File: src/rtl/conv_window_streamer_pkg.sv
// Shared constants and types for the 3x3 window operand streamer.
package conv_window_streamer_pkg;

  // Operand word width (FP16).
  localparam int unsigned BitLength = 16;
  // Taps in a 3x3 window.
  localparam int unsigned WinTaps = 9;
  // Interleaved pixel/weight words per window.
  localparam int unsigned WordsPerWin = 18;

  typedef enum logic [1:0] {
    StIdle,
    StFill,
    StEmit,
    StDone
  } state_e;

endpackage

File: src/rtl/conv_window_streamer_window_shift_reg.sv
// Pixel shift register spanning two image rows plus three pixels; exposes the 3x3 window taps.
module window_shift_reg
  import conv_window_streamer_pkg::*;
#(
  parameter int unsigned ImgWidth = 8,
  parameter int unsigned Depth    = 2 * ImgWidth + 3,
  parameter int unsigned Width    = BitLength
) (
  input  logic                            clk_i,
  input  logic                            rst_i,
  input  logic                            shift_en_i,
  input  logic [Width-1:0]                data_i,
  output logic [WinTaps-1:0][Width-1:0]   taps_o
);

  logic [Depth-1:0][Width-1:0] sr_q;

  // Newest pixel enters at index 0; older pixels move toward higher indices.
  always_ff @(posedge clk_i or posedge rst_i) begin
    if (rst_i) begin
      sr_q <= '0;
    end else if (shift_en_i) begin
      sr_q <= {sr_q[Depth-2:0], data_i};
    end
  end

  // Tap (dr,dc) sits (2-dr) rows and (2-dc) pixels behind the newest pixel.
  for (genvar dr = 0; dr < 3; dr++) begin : g_row
    for (genvar dc = 0; dc < 3; dc++) begin : g_col
      assign taps_o[3*dr+dc] = sr_q[(2-dr)*ImgWidth + (2-dc)];
    end
  end

endmodule

File: src/rtl/conv_window_streamer.sv
// Streams every valid 3x3 window of an FP16 image as interleaved pixel/weight operand words.
module conv_window_streamer
  import conv_window_streamer_pkg::*;
#(
  parameter int unsigned IMG_WIDTH  = 8,
  parameter int unsigned IMG_HEIGHT = 8
) (
  input  logic                 Clk,
  input  logic                 Rst,
  input  logic                 wLoad,
  input  logic [BitLength-1:0] wData,
  input  logic                 frameStart,
  input  logic                 pixValid,
  input  logic [BitLength-1:0] pixData,
  output logic                 pixReady,
  output logic [BitLength-1:0] outData,
  output logic                 outValid,
  input  logic                 outReady,
  output logic                 winStart,
  output logic                 frameDone,
  output logic                 busy
);

  localparam int unsigned ColW  = $clog2(IMG_WIDTH);
  localparam int unsigned RowW  = $clog2(IMG_HEIGHT);
  localparam int unsigned NW    = $clog2(WordsPerWin);
  localparam int unsigned WIdxW = $clog2(WinTaps);

  state_e                              state_q, state_d;
  logic   [WinTaps-1:0][BitLength-1:0] k_q;
  logic   [WIdxW-1:0]                  w_idx_q;
  logic   [ColW-1:0]                   col_q;
  logic   [RowW-1:0]                   row_q;
  logic   [NW-1:0]                     n_q;
  logic                                last_q;
  logic                                win_start_q;
  logic   [WinTaps-1:0][BitLength-1:0] taps;
  logic   [NW-2:0]                     tap_sel;
  logic                                pix_acc, out_acc, win_pix, last_pix, col_wrap, n_last;

  assign pix_acc  = pixValid && (state_q == StFill);
  assign out_acc  = outReady && (state_q == StEmit);
  assign win_pix  = (row_q >= RowW'(2)) && (col_q >= ColW'(2));
  assign col_wrap = (col_q == ColW'(IMG_WIDTH - 1));
  assign last_pix = (row_q == RowW'(IMG_HEIGHT - 1)) && col_wrap;
  assign n_last   = (n_q == NW'(WordsPerWin - 1));
  assign tap_sel  = n_q[NW-1:1];

  window_shift_reg #(
    .ImgWidth(IMG_WIDTH),
    .Depth   (2 * IMG_WIDTH + 3),
    .Width   (BitLength)
  ) u_window_shift_reg (
    .clk_i     (Clk),
    .rst_i     (Rst),
    .shift_en_i(pix_acc),
    .data_i    (pixData),
    .taps_o    (taps)
  );

  // State register.
  always_ff @(posedge Clk or posedge Rst) begin
    if (Rst) begin
      state_q <= StIdle;
    end else begin
      state_q <= state_d;
    end
  end

  // Next-state logic.
  always_comb begin
    state_d = state_q;
    unique case (state_q)
      StIdle: if (frameStart) state_d = StFill;
      StFill: if (pix_acc && win_pix) state_d = StEmit;
      StEmit: if (out_acc && n_last) state_d = last_q ? StDone : StFill;
      StDone: state_d = StIdle;
      default: state_d = StIdle;
    endcase
  end

  // Kernel store; writes only while idle, index wraps after the ninth tap.
  always_ff @(posedge Clk or posedge Rst) begin
    if (Rst) begin
      k_q     <= '0;
      w_idx_q <= '0;
    end else if ((state_q == StIdle) && wLoad) begin
      k_q[w_idx_q] <= wData;
      w_idx_q      <= (w_idx_q == WIdxW'(WinTaps - 1)) ? '0 : w_idx_q + 1'b1;
    end
  end

  // Pixel position counters plus flags describing the pixel just accepted.
  always_ff @(posedge Clk or posedge Rst) begin
    if (Rst) begin
      col_q       <= '0;
      row_q       <= '0;
      last_q      <= 1'b0;
      win_start_q <= 1'b0;
    end else begin
      win_start_q <= pix_acc && win_pix;
      if ((state_q == StIdle) && frameStart) begin
        col_q <= '0;
        row_q <= '0;
      end else if (pix_acc) begin
        last_q <= last_pix;
        if (col_wrap) begin
          col_q <= '0;
          row_q <= (row_q == RowW'(IMG_HEIGHT - 1)) ? '0 : row_q + 1'b1;
        end else begin
          col_q <= col_q + 1'b1;
        end
      end
    end
  end

  // Word counter within a window; advances only on a downstream handshake.
  always_ff @(posedge Clk or posedge Rst) begin
    if (Rst) begin
      n_q <= '0;
    end else if (out_acc) begin
      n_q <= n_last ? '0 : n_q + 1'b1;
    end
  end

  // Outputs decoded from state; everything is zero while idle or in reset.
  always_comb begin
    pixReady  = (state_q == StFill);
    busy      = (state_q != StIdle);
    frameDone = (state_q == StDone);
    outValid  = 1'b0;
    outData   = '0;
    winStart  = 1'b0;
    if (state_q == StEmit) begin
      outValid = 1'b1;
      outData  = n_q[0] ? k_q[tap_sel] : taps[tap_sel];
      winStart = win_start_q;
    end
  end

endmodule

File: config.mk
export PLATFORM = sky130hd
export DESIGN_NAME = conv_window_streamer
export DESIGN_NICKNAME = d
export VERILOG_FILES = /design/src/rtl/conv_window_streamer_pkg.sv /design/src/rtl/conv_window_streamer_window_shift_reg.sv /design/src/rtl/conv_window_streamer.sv
export SDC_FILE = /design/constraint.sdc
export NUM_CORES = 1
export LEC_CHECK = 0
export ABC_AREA = 1
export ABC_CLOCK_PERIOD_IN_PS = 16530
export BUFFER_PORTS_ARGS = -buffer_cell sky130_fd_sc_hd__buf_2
export CORE_UTILIZATION = 35
export CTS_CLUSTER_DIAMETER = 200
export CTS_CLUSTER_SIZE = 40
export DETAILED_ROUTE_END_ITERATION = 10
export SLEW_MARGIN = 5
export SYNTH_ARGS = -nofsm -noshare
export SYNTH_HDL_FRONTEND = slang
export SYNTH_SLANG_ARGS = --single-unit
File: constraint.sdc
create_clock -name Clk -period 16.53 [get_ports Clk]
set_clock_uncertainty 0.05 [all_clocks]
set_input_delay 0 -clock Clk [delete_from_list [all_inputs] [get_ports Clk]]
set_output_delay 0 -clock Clk [all_outputs]
set_load 0.02 [all_outputs]
# Word-level counts from Yosys, hierarchy flattened
# Index checks and enable logic that the tools add are counted.
# Widths: inputs -> output; s select.
dict set report word_totals {
  reg_bits 467
  wordCells 96
  romBits 0
  n_memories 0
  ram_bits 0
  output_inout_bits 21
  latchBits 0
}
dict set report op_classes {
  div_mod_pow 0
  eq_ne 10
  n_reduce_logical 16
  n_mul 0
  bitwise 1
  n_shift 0
  magnitude_cmp 5
  n_addsub 4
  n_mux 25
}
# cell n
set ops {}
lappend ops {{$bwmux 144} 1}
lappend ops {{$bmux 16 s4} 2}
lappend ops {{$mux 16} 5}
lappend ops {{$demux 16 s4} 1}
lappend ops {{$mux 3} 7}
lappend ops {{$lt 4x5->1 const B} 2}
lappend ops {{$logic_and 1x1->1} 9}
lappend ops {{$mux 2} 4}
lappend ops {{$pmux 2 s4} 1}
lappend ops {{$add 3x1->3 const B} 2}
lappend ops {{$eq 3x3->1 const B} 2}
lappend ops {{$ge 3x2->1 const B} 2}
lappend ops {{$reduce_bool 2->1} 3}
lappend ops {{$add 5x1->5 const B} 1}
lappend ops {{$eq 5x5->1 const B} 1}
lappend ops {{$mux 5} 1}
lappend ops {{$add 4x1->4 const B} 1}
lappend ops {{$eq 2x2->1 const B} 2}
lappend ops {{$eq 4x4->1 const B} 1}
lappend ops {{$ge 4x1->1 const B} 1}
lappend ops {{$mux 4} 1}
lappend ops {{$ne 2x1->1 const B} 2}
lappend ops {{$reduce_and 2->1} 2}
lappend ops {{$reduce_and 3->1} 1}
lappend ops {{5 further kinds} 6}

# Logic depth before layout (Yosys ltp)
# Gate-level depths: netlist of run 1.
dict set report logic_depth {
  ltp_word 5
  ltp_mapped 11
  ltp_nobuf 9
}

# Cells and area by module
# A second synthesis of run 1 with hierarchy kept.
dict set report hier_totals {
  cells_unflattened 2982
  area_unflattened_um2 22977.0
}
# mod seq_area_each_um2 cells_per_inst instances area_per_inst_um2
set modules_own_cells {}
lappend modules_own_cells {window_shift_reg 7607.3 1429 1 12592.1}
lappend modules_own_cells {conv_window_streamer 4078.9 1553 1 10385.0}

# Worst setup path before layout of run 1
# OpenSTA, ideal clock, no wires.
dict set report synth_timing {
  kind {flip-flop to flip-flop}
  from {register n_q[1]}
  to {register state_q[0]}
  slack_ns 14.891
  synth_period_minus_slack_ns 1.639
  arrival_time_ns 1.513
  path_stages_with_launch 10
  path_cell_list {dfrtp_1 buf_4 inv_2 buf_2 ha_1 nand3_1 or2_1 nand2_1 nand3_1 o21ai_1}
}
dict set report synth_via {
  elab_chain_cells 4
}
# item line_no
set synth_lines {}
lappend synth_lines {{start: declaration} conv_window_streamer.sv:34} ;# logic [NW-1:0] n_q;
lappend synth_lines {{start signal: assignment} conv_window_streamer.sv:122} ;# n_q <= n_last ? '0 : n_q + 1'b1;
lappend synth_lines {{$eq 5x5->1} conv_window_streamer.sv:46} ;# assign n_last = (n_q == NW'(WordsPerWin - 1));
lappend synth_lines {{$logic_and 1x1->1} conv_window_streamer.sv:76} ;# StEmit: if (out_acc && n_last) state_d = last_q ? StDone : StFill;
lappend synth_lines {{$ne 2x1->1 (no source line)} -}
lappend synth_lines {{$reduce_and 3->1 (no source line)} -}
lappend synth_lines {{end signal: assignment} conv_window_streamer.sv:64} ;# state_q <= StIdle;
lappend synth_lines {{end signal: assignment} conv_window_streamer.sv:66} ;# state_q <= state_d;
lappend synth_lines {{end: declaration} conv_window_streamer.sv:29} ;# state_e state_q, state_d;
# Every way passes these cells.
# A chain may end at the register's enable or synchronous reset.

# Final worst setup path of run 1
dict set report layout_timing {
  from {register n_q[1]}
  to {output port outData[15]}
}
dict set report layout_via {
  elab_chain_cells 4
  elab_cells_between_ends 6
  classes_between {mux (6)}
}
# item line_no
set layout_lines {}
lappend layout_lines {{$bmux 16 s4} conv_window_streamer.sv:136} ;# outData = n_q[0] ? k_q[tap_sel] : taps[tap_sel];
lappend layout_lines {{$mux 16 (implied by the code)} conv_window_streamer.sv:136}
lappend layout_lines {{$mux 16 *} conv_window_streamer.sv:136}
lappend layout_lines {{$mux 16 *} conv_window_streamer.sv:134} ;# if (state_q == StEmit) begin
lappend layout_lines {{end: declaration} conv_window_streamer.sv:16} ;# output logic [BitLength-1:0] outData,
# Mark *: on every way between the ends. The rest lies on a longest branch, timed or not. The select of a mux whose other input is x is not followed.

==> results of run 1 <==
==> placed cells by master (no fill, tap or decap), drive strengths merged, types with 3 or more instances in the layout <==
master         n
nand3        222
clkinv         4
ha            12
a21oi          3
nand2        772
dlygate4sd3   36
o21ai        498
inv          400
nor2          43
clkbuf        17
dfrtp        467
buf           71
nand4          6
or2           18
==> stage by stage <==
stage | instance area, sq um | worst slack, ps | hold WS, ps | instances
2_1_floorplan | 21190 | 3456 | 70.95 | 2604
3_3_place_gp | 21820 | 12520 | 162.0 | 3293
3_5_place_dp | 21820 | 12570 | 169.4 | 3293
4_1_cts | 22580 | 11930 | 91.39 | 3347
5_1_grt | 22580 | 11550 | 137.1 | 3347
6_report | 22580 | 11970 | 79.13 | 3347
==> state kept, by name (all words and copies together), names as in the netlist <==
register / cells
u_window_shift_reg.sr_q: 160
k_q: 144
u_window_shift_reg.taps_o: 144
n_q: 5
w_idx_q: 4
col_q: 3
row_q: 3
state_q: 2
last_q: 1
win_start_q: 1
==> how the worst min path moves through the flow <==
stage | startpoint | endpoint | slack (ps) | cells after the start
2_1_floorplan | wData[0] | k_q[128] | 70 | 2
3_3_place_gp | pixData[13] | u_window_shift_reg.taps_o[141] | 160 | 3
3_5_place_dp | pixData[13] | u_window_shift_reg.taps_o[141] | 170 | 3
4_1_cts | pixValid | u_window_shift_reg.sr_q[95] | 90 | 3
5_1_grt | pixValid | u_window_shift_reg.sr_q[95] | 140 | 3
6_report | pixValid | col_q[1] | 80 | 3
==> power breakdown <==
group / total, mW / internal, mW / switching [mW] / leakage, nW
Combinational: 1.65 / 0.546 / 1.10 / 4.67
Clock: 0.510 / 0.171 / 0.339 / 0.194
Sequential: 1.89 / 1.61 / 0.279 / 6.12
Total: 4.05 / 2.33 / 1.72 / 11.0
==> what timing repair did <==
item                      CTS  global route
hold endpoints to repair  321             0
buffers inserted            0             0
hold buffers               36             0
resized for setup           0             0
==> per-layer routing <==
metal / global-route usage, % / vias up / part of all wire, %
met2: 25.31 / 307 / 45
met5: 0 / - / 0.026
met4: 3.158 / 2 / 1.7
met1: 24.02 / 7860 / 49
met3: 1.885 / 49 / 3.8
li1: - / 8006 / -
==> cell families (layout without fill, tap and decap cells) <==
family	count (synthesis)	after routing	synth area share, %
buffers and inverters	558	528	10.89
adders and majority gates	12	12	0.7086
AOI/OAI and AO/OA	503	503	12.20
xor gates and xnor gates	1	1	0.04134
DFF	467	467	55.15
and+or+nand+nor	1063	1063	21.01
==> layout make-up <==
| type | count | area [sq um] | area share, % |
|---|---|---|---|
| clock inverter | 1 | 16.27 | 0.07205 |
| multi-input combinational | 1579 | 7209 | 31.93 |
| clock buffer | 17 | 382.9 | 1.696 |
| inverter | 403 | 1535 | 6.800 |
| timing repair buffer | 107 | 773.2 | 3.425 |
| tap | 773 | 967.2 | 4.284 |
| sequential | 467 | 11690 | 51.79 |
==> worst register-to-register path, cell delays in order (launching register included) <==
cell      delay [ps]
dfrtp_4         1100
clkinv_2        1020
ha_1             540
nand3_1          100
or2_1            160
nand2_1          200
nand3_1          150
o21ai_1           60
==> reports/qor.yml, run 1 <==
synth:
  synthFlopType: "dfrtp_1"
  syn-instance-count: 2604
  synth_enable_flop_cells: 0
  yosysSeqAreaShare_pct: 55.15
  async_flop_share_pct: 100.0
  synthTopCellsByCount: "768 x nand2_1, 467 x dfrtp_1, 397 x inv_1"
  synth_area_leader_cell: "dfrtp_1"
  ys_warn_count: 0
  synthesis.area_sq_mm: 0.02119
  syn_area_per_cell_sq_um: 8.137
  synth_most_common_cell: "nand2_1"
  synth.ff_latch_count: 467
  syn_nets: 2654
  synthDistinctLibCells: 34
  synth_top_area_share_pct: 55.15
  synthTopCellsByArea: "dfrtp_1 55%, nand2_1 14%, inv_1 7.0%, o21ai_1 6.2%, o21ai_0 5.2%"
timing:
  fmax_mhz: 219.5
  rsz0062_at_grt: "false"
  worst_pin_slew_ps: 1066
  tns_ps: 0
  hold_viol_final: 0
  drv_slew: 0
  max_slew_margin_pct: 28.91
  finalSetupViolations: 0
  period_needed_ps: 4556
  fin_crit_sh_pct: 27.56
clock_network:
  cts.htree.levels: 1
  clk_pin_slew_ps: 140
  cts_tree: "yes"
  cts_buffers: 15
  clockRootBuffer: "clkbuf_16"
  clkSinkCount: 467
  clkLatencyLatePin_ps: 550
  cts_buffer_depth: 3
global_route:
  grt_use_total_pct: 16.15
  grt_pass1_wl_microns: 80340
  grt_max_degree: 228
  grt_remaining_overflow: 0
  first_global_vias: 15015
  antenna_found_initial: 1
flow_run:
  drv_cap: 0
routing:
  antenna_left: 0
  post-route-drc-count: 0
  drt_wl_total_microns: 49330
  dr.pass1.iters: 6
  num_vias: 16224
  avgRoutedWirePerCell_microns: 14.74
  vias_per_cell: 4.847
  dr.first_iter.drc_count: 1429
layout:
  fillerInstances: 6139
  area_growth_pct: 6.549
  final_util_pct: 37.97
  nets: 2623
  diodes: 0
  drive_above_1_share_pct: 5.866
run_status:
  run_status: "complete, no violations"
power_and_ir_drop:
  p_leak_nw: 10.99
  total_power_mw: 4.049
  p_per_area_mw_per_mm2: 179.4
  ir_drop_mv: 0.09262
critical_path:
  cp_cell_sequence: "clkinv_2, buf_4, nand2_1, nand3_1, nand3_1, nand3_1, nand2_1, inv_1, nor2_1, buf_2"
  r2r_cells: 7
  timing.rr.start: "n_q[1]"
  cp.depth: 10
  crit_family: "buffers and inverters"
  crit_top_cell: "nand3_1"
  crit_type: "flop to primary output"
  r2r-end: "state_q[1]"
  slowest_stage: "dfrtp_4"
  critPathMaxFanout: 93
  cp-start-kind: "flop"
  r2r_slack_ps: 13030
  cpPeakStageDelay_ps: 1100
  crit_path_end: "outData[15]"
  crit_path_end_kind: "primary output"
  crit_required_ps: 16480
  crit_buf_inv: 4
  critPathLaunch: "n_q[1]"
  cp.arrival_ps: 4510
die:
  dieArea_sq_mm: 0.06153
  num_rows: 89
  die_y_microns: 248.1
  ios: 59
  core_area_sq_mm: 0.05946
  die-width_microns: 248.1
  start_util_pct: 35.63
placement:
  gp_congestion: 0.7861
  dp_hpwl_microns: 29200
  io_buffers: 58
worst_hold_path:
  hold_path_class: "primary input to flop"
Note: power is estimated with default switching activity, not from simulation.
==> inputs of run 2 (changes only) <==
--- a/config.mk
+++ b/config.mk
@@ -6,7 +6,7 @@
 export NUM_CORES = 1
 export LEC_CHECK = 0
 export ABC_AREA = 1
-export ABC_CLOCK_PERIOD_IN_PS = 16530
+export ABC_CLOCK_PERIOD_IN_PS = 3700
 export BUFFER_PORTS_ARGS = -buffer_cell sky130_fd_sc_hd__buf_2
 export CORE_UTILIZATION = 35
 export CTS_CLUSTER_DIAMETER = 200
==> constraint.sdc (replaced) <==
create_clock -name Clk -period 3.7 [get_ports Clk]
set_clock_uncertainty 0.05 [all_clocks]
set_input_delay 0 -clock Clk [delete_from_list [all_inputs] [get_ports Clk]]
set_output_delay 0 -clock Clk [all_outputs]
set_load 0.02 [all_outputs]
==> reports/qor.yml, run 2 (same netlist as run 1, synthesis figures left out) <==
run_status:
  run_status: "complete, no violations"
die:
  die_y_microns: 248.1  # unchanged
  dieArea_sq_mm: 0.06153  # unchanged
  core_area_sq_mm: 0.05946  # unchanged
  num_rows: 89  # unchanged
  die-width_microns: 248.1  # unchanged
  ios: 59  # unchanged
  start_util_pct: 35.63  # unchanged
timing:
  tns_ps: 0  # unchanged
  rsz0062_at_grt: "false"
  finalSetupViolations: 0  # unchanged
  whs_ps: 126.0  # +46.82 ps
  fmax_mhz: 308.8
  max_slew_margin_pct: 29.91  # +1.0 points
  period_needed_ps: 3238
  drv_slew: 0  # unchanged
  post-route-worst-setup-slack_ps: 461.9  # -11510 ps
  worst_pin_slew_ps: 1050  # -16.26 ps
  hold_viol_final: 0  # unchanged
  fin_crit_sh_pct: 87.52
layout:
  seq_area_sq_mm: 0.01169  # about the same
  drive_above_1_share_pct: 6.361  # +0.49 points
  layout_commonest_cell: "nand2_1"
  regMostFlops: "u_window_shift_reg.sr_q"
  diodes: 0  # unchanged
  area_growth_pct: 7.735
  nets: 2643  # +0.76%
  largest_register_ffs: 160  # unchanged
  layout_common_cells: "768 x nand2_1, 465 x dfrtp_1, 394 x inv_1"
  fillerInstances: 6082  # -0.93%
  multi_input_area_sq_mm: 0.007209  # unchanged
global_route:
  grt_use_total_pct: 16.47  # +0.32 points
  first_global_vias: 15442  # +2.8%
  antenna_found_initial: 0  # -1
  grt_remaining_overflow: 0  # unchanged
  grt_max_degree: 193  # -15%
  grt_pass1_wl_microns: 82260  # +2.4%
critical_path:
  slowest_stage: "dfrtp_4"
  crit_required_ps: 3650  # -12830 ps
  cpPeakStageDelay_ps: 740  # -360 ps
  crit_buf_inv: 5  # +1
  crit_family: "buffers and inverters"
  cp_cell_sequence: "clkinv_2, nand3_1, buf_12, o21ai_0, inv_1, nand2_1, inv_1, nor2_1, buf_2"
  cp.arrival_ps: 3190  # -1320 ps
  crit_path_end_kind: "primary output"
  crit_top_cell: "inv_1"
  critPathMaxFanout: 52  # -44%
  cp-start-kind: "flop"
  crit_type: "flop to primary output"
clock_network:
  clockRootBuffer: "clkbuf_16"
  cts.htree.levels: 1  # unchanged
  clk_pin_slew_ps: 140  # about the same
  cts.repair.resized: 0  # unchanged
  clkSinkCount: 467  # unchanged
  cts_buffer_depth: 3  # unchanged
  cts_buffers: 15  # unchanged
  cts_tree: "yes"
  clkLatencyLatePin_ps: 550  # about the same
power_and_ir_drop:
  power.share.clock_pct: 12.6  # about the same
  ir_drop_mv: 0.4253  # +360%
  p_per_area_mw_per_mm2: 800.8  # +350%
  p_leak_nw: 11.11  # +1.1%
  seqPwrFrac_pct: 45.3  # -1.4 points
  internal-power_mw: 10.52  # +350%
  switchingPower_mw: 7.758  # +350%
  p_comb_share_pct: 42.2  # +1.5 points
  p_sw_share_pct: 42.44  # about the same
routing:
  post-route-drc-count: 0  # unchanged
  avgRoutedWirePerCell_microns: 14.99  # +1.7%
  drt_wl_total_microns: 50470  # +2.3%
  vias_per_cell: 4.792  # -1.1%
  num_vias: 16134  # -0.55%
  antenna_left: 0  # unchanged
  dr.first_iter.drc_count: 1476  # +3.3%
  dr.pass1.iters: 5  # -1
placement:
  dp_slack_ps: 1039  # -11530 ps
  dp_hpwl_microns: 31360  # +7.4%
  gp_congestion: 0.8051  # +2.4%
  io_buffers: 58  # unchanged
worst_hold_path:
  hold_path_class: "primary input to flop"
flow_run:
  drv_cap: 0  # unchanged
==> run 2: stage by stage <==
| step | power, mW | utilization [%] | instance area, sq um | cells |
|---|---|---|---|---|
| after floorplan | 14.00 | - | 21190 | 2604 |
| after detailed placement | 16.07 | 37.06 | 22040 | 3310 |
| final | 18.28 | 38.39 | 22830 | 3367 |
| after global placement | 15.78 | 37.06 | 22040 | 3310 |
| after global routing | 19.92 | 38.39 | 22830 | 3367 |
| after CTS | 18.42 | 38.39 | 22830 | 3367 |
==> run 2: final cells by class <==
class | count | share of cell area (%)
flip-flops and latches | 467 | 51.21
multi-input cells | 1579 | 31.58
inverters | 403 | 6.703
repair buffers | 127 | 4.516
well taps | 773 | 4.237
clock buffers | 17 | 1.677
clock inverters | 1 | 0.07125
==> run 2: worst min-delay path, stage by stage <==
cell and delay (ps):
dlygate4sd3_1 520, buf_2 90, nand2_1 40, o21ai_0 50
==> run 2: power groups by stage <==
stage | Clock, mW | Sequential [mW] | Combinational (mW)
final | 2.30 | 8.27 | 7.71
after global routing | 2.52 | 8.54 | 8.87
after CTS | 2.38 | 8.27 | 7.77
after detailed placement | 0 | 8.38 | 7.70
after global placement | 0 | 8.30 | 7.48
after floorplan | 0 | 8.07 | 5.94
==> run 2: worst paths after layout <==
kind	slack, ps	cells after the start	end	from
worst min-delay path	130	4	u_window_shift_reg.taps_o[141]	pixData[13]
worst max-delay path	460	9	outData[7]	n_q[1]
worst max register to register	580	9	state_q[0]	n_q[1]
max in group asynchronous	1900	5	u_window_shift_reg.sr_q[109]	Rst
worst min register to register	420	2	u_window_shift_reg.taps_o[36]	u_window_shift_reg.sr_q[244]
min in group asynchronous	570	4	u_window_shift_reg.sr_q[192]	Rst
==> run 2: repair_timing <==
action                                 in CTS  in global routing
endpoints found under the hold margin     465                  0
buffers inserted                            0                  0
hold buffers                               39                  0
==> run 2: metal layers <==
metal,GRT usage (%),vias to the layer above,wire length [microns]
li1,-,8036,-
met1,24.08,7757,24710
met2,25.98,291,22630
met3,2.025,50,2047
met4,3.771,0,1075
met5,0,-,0
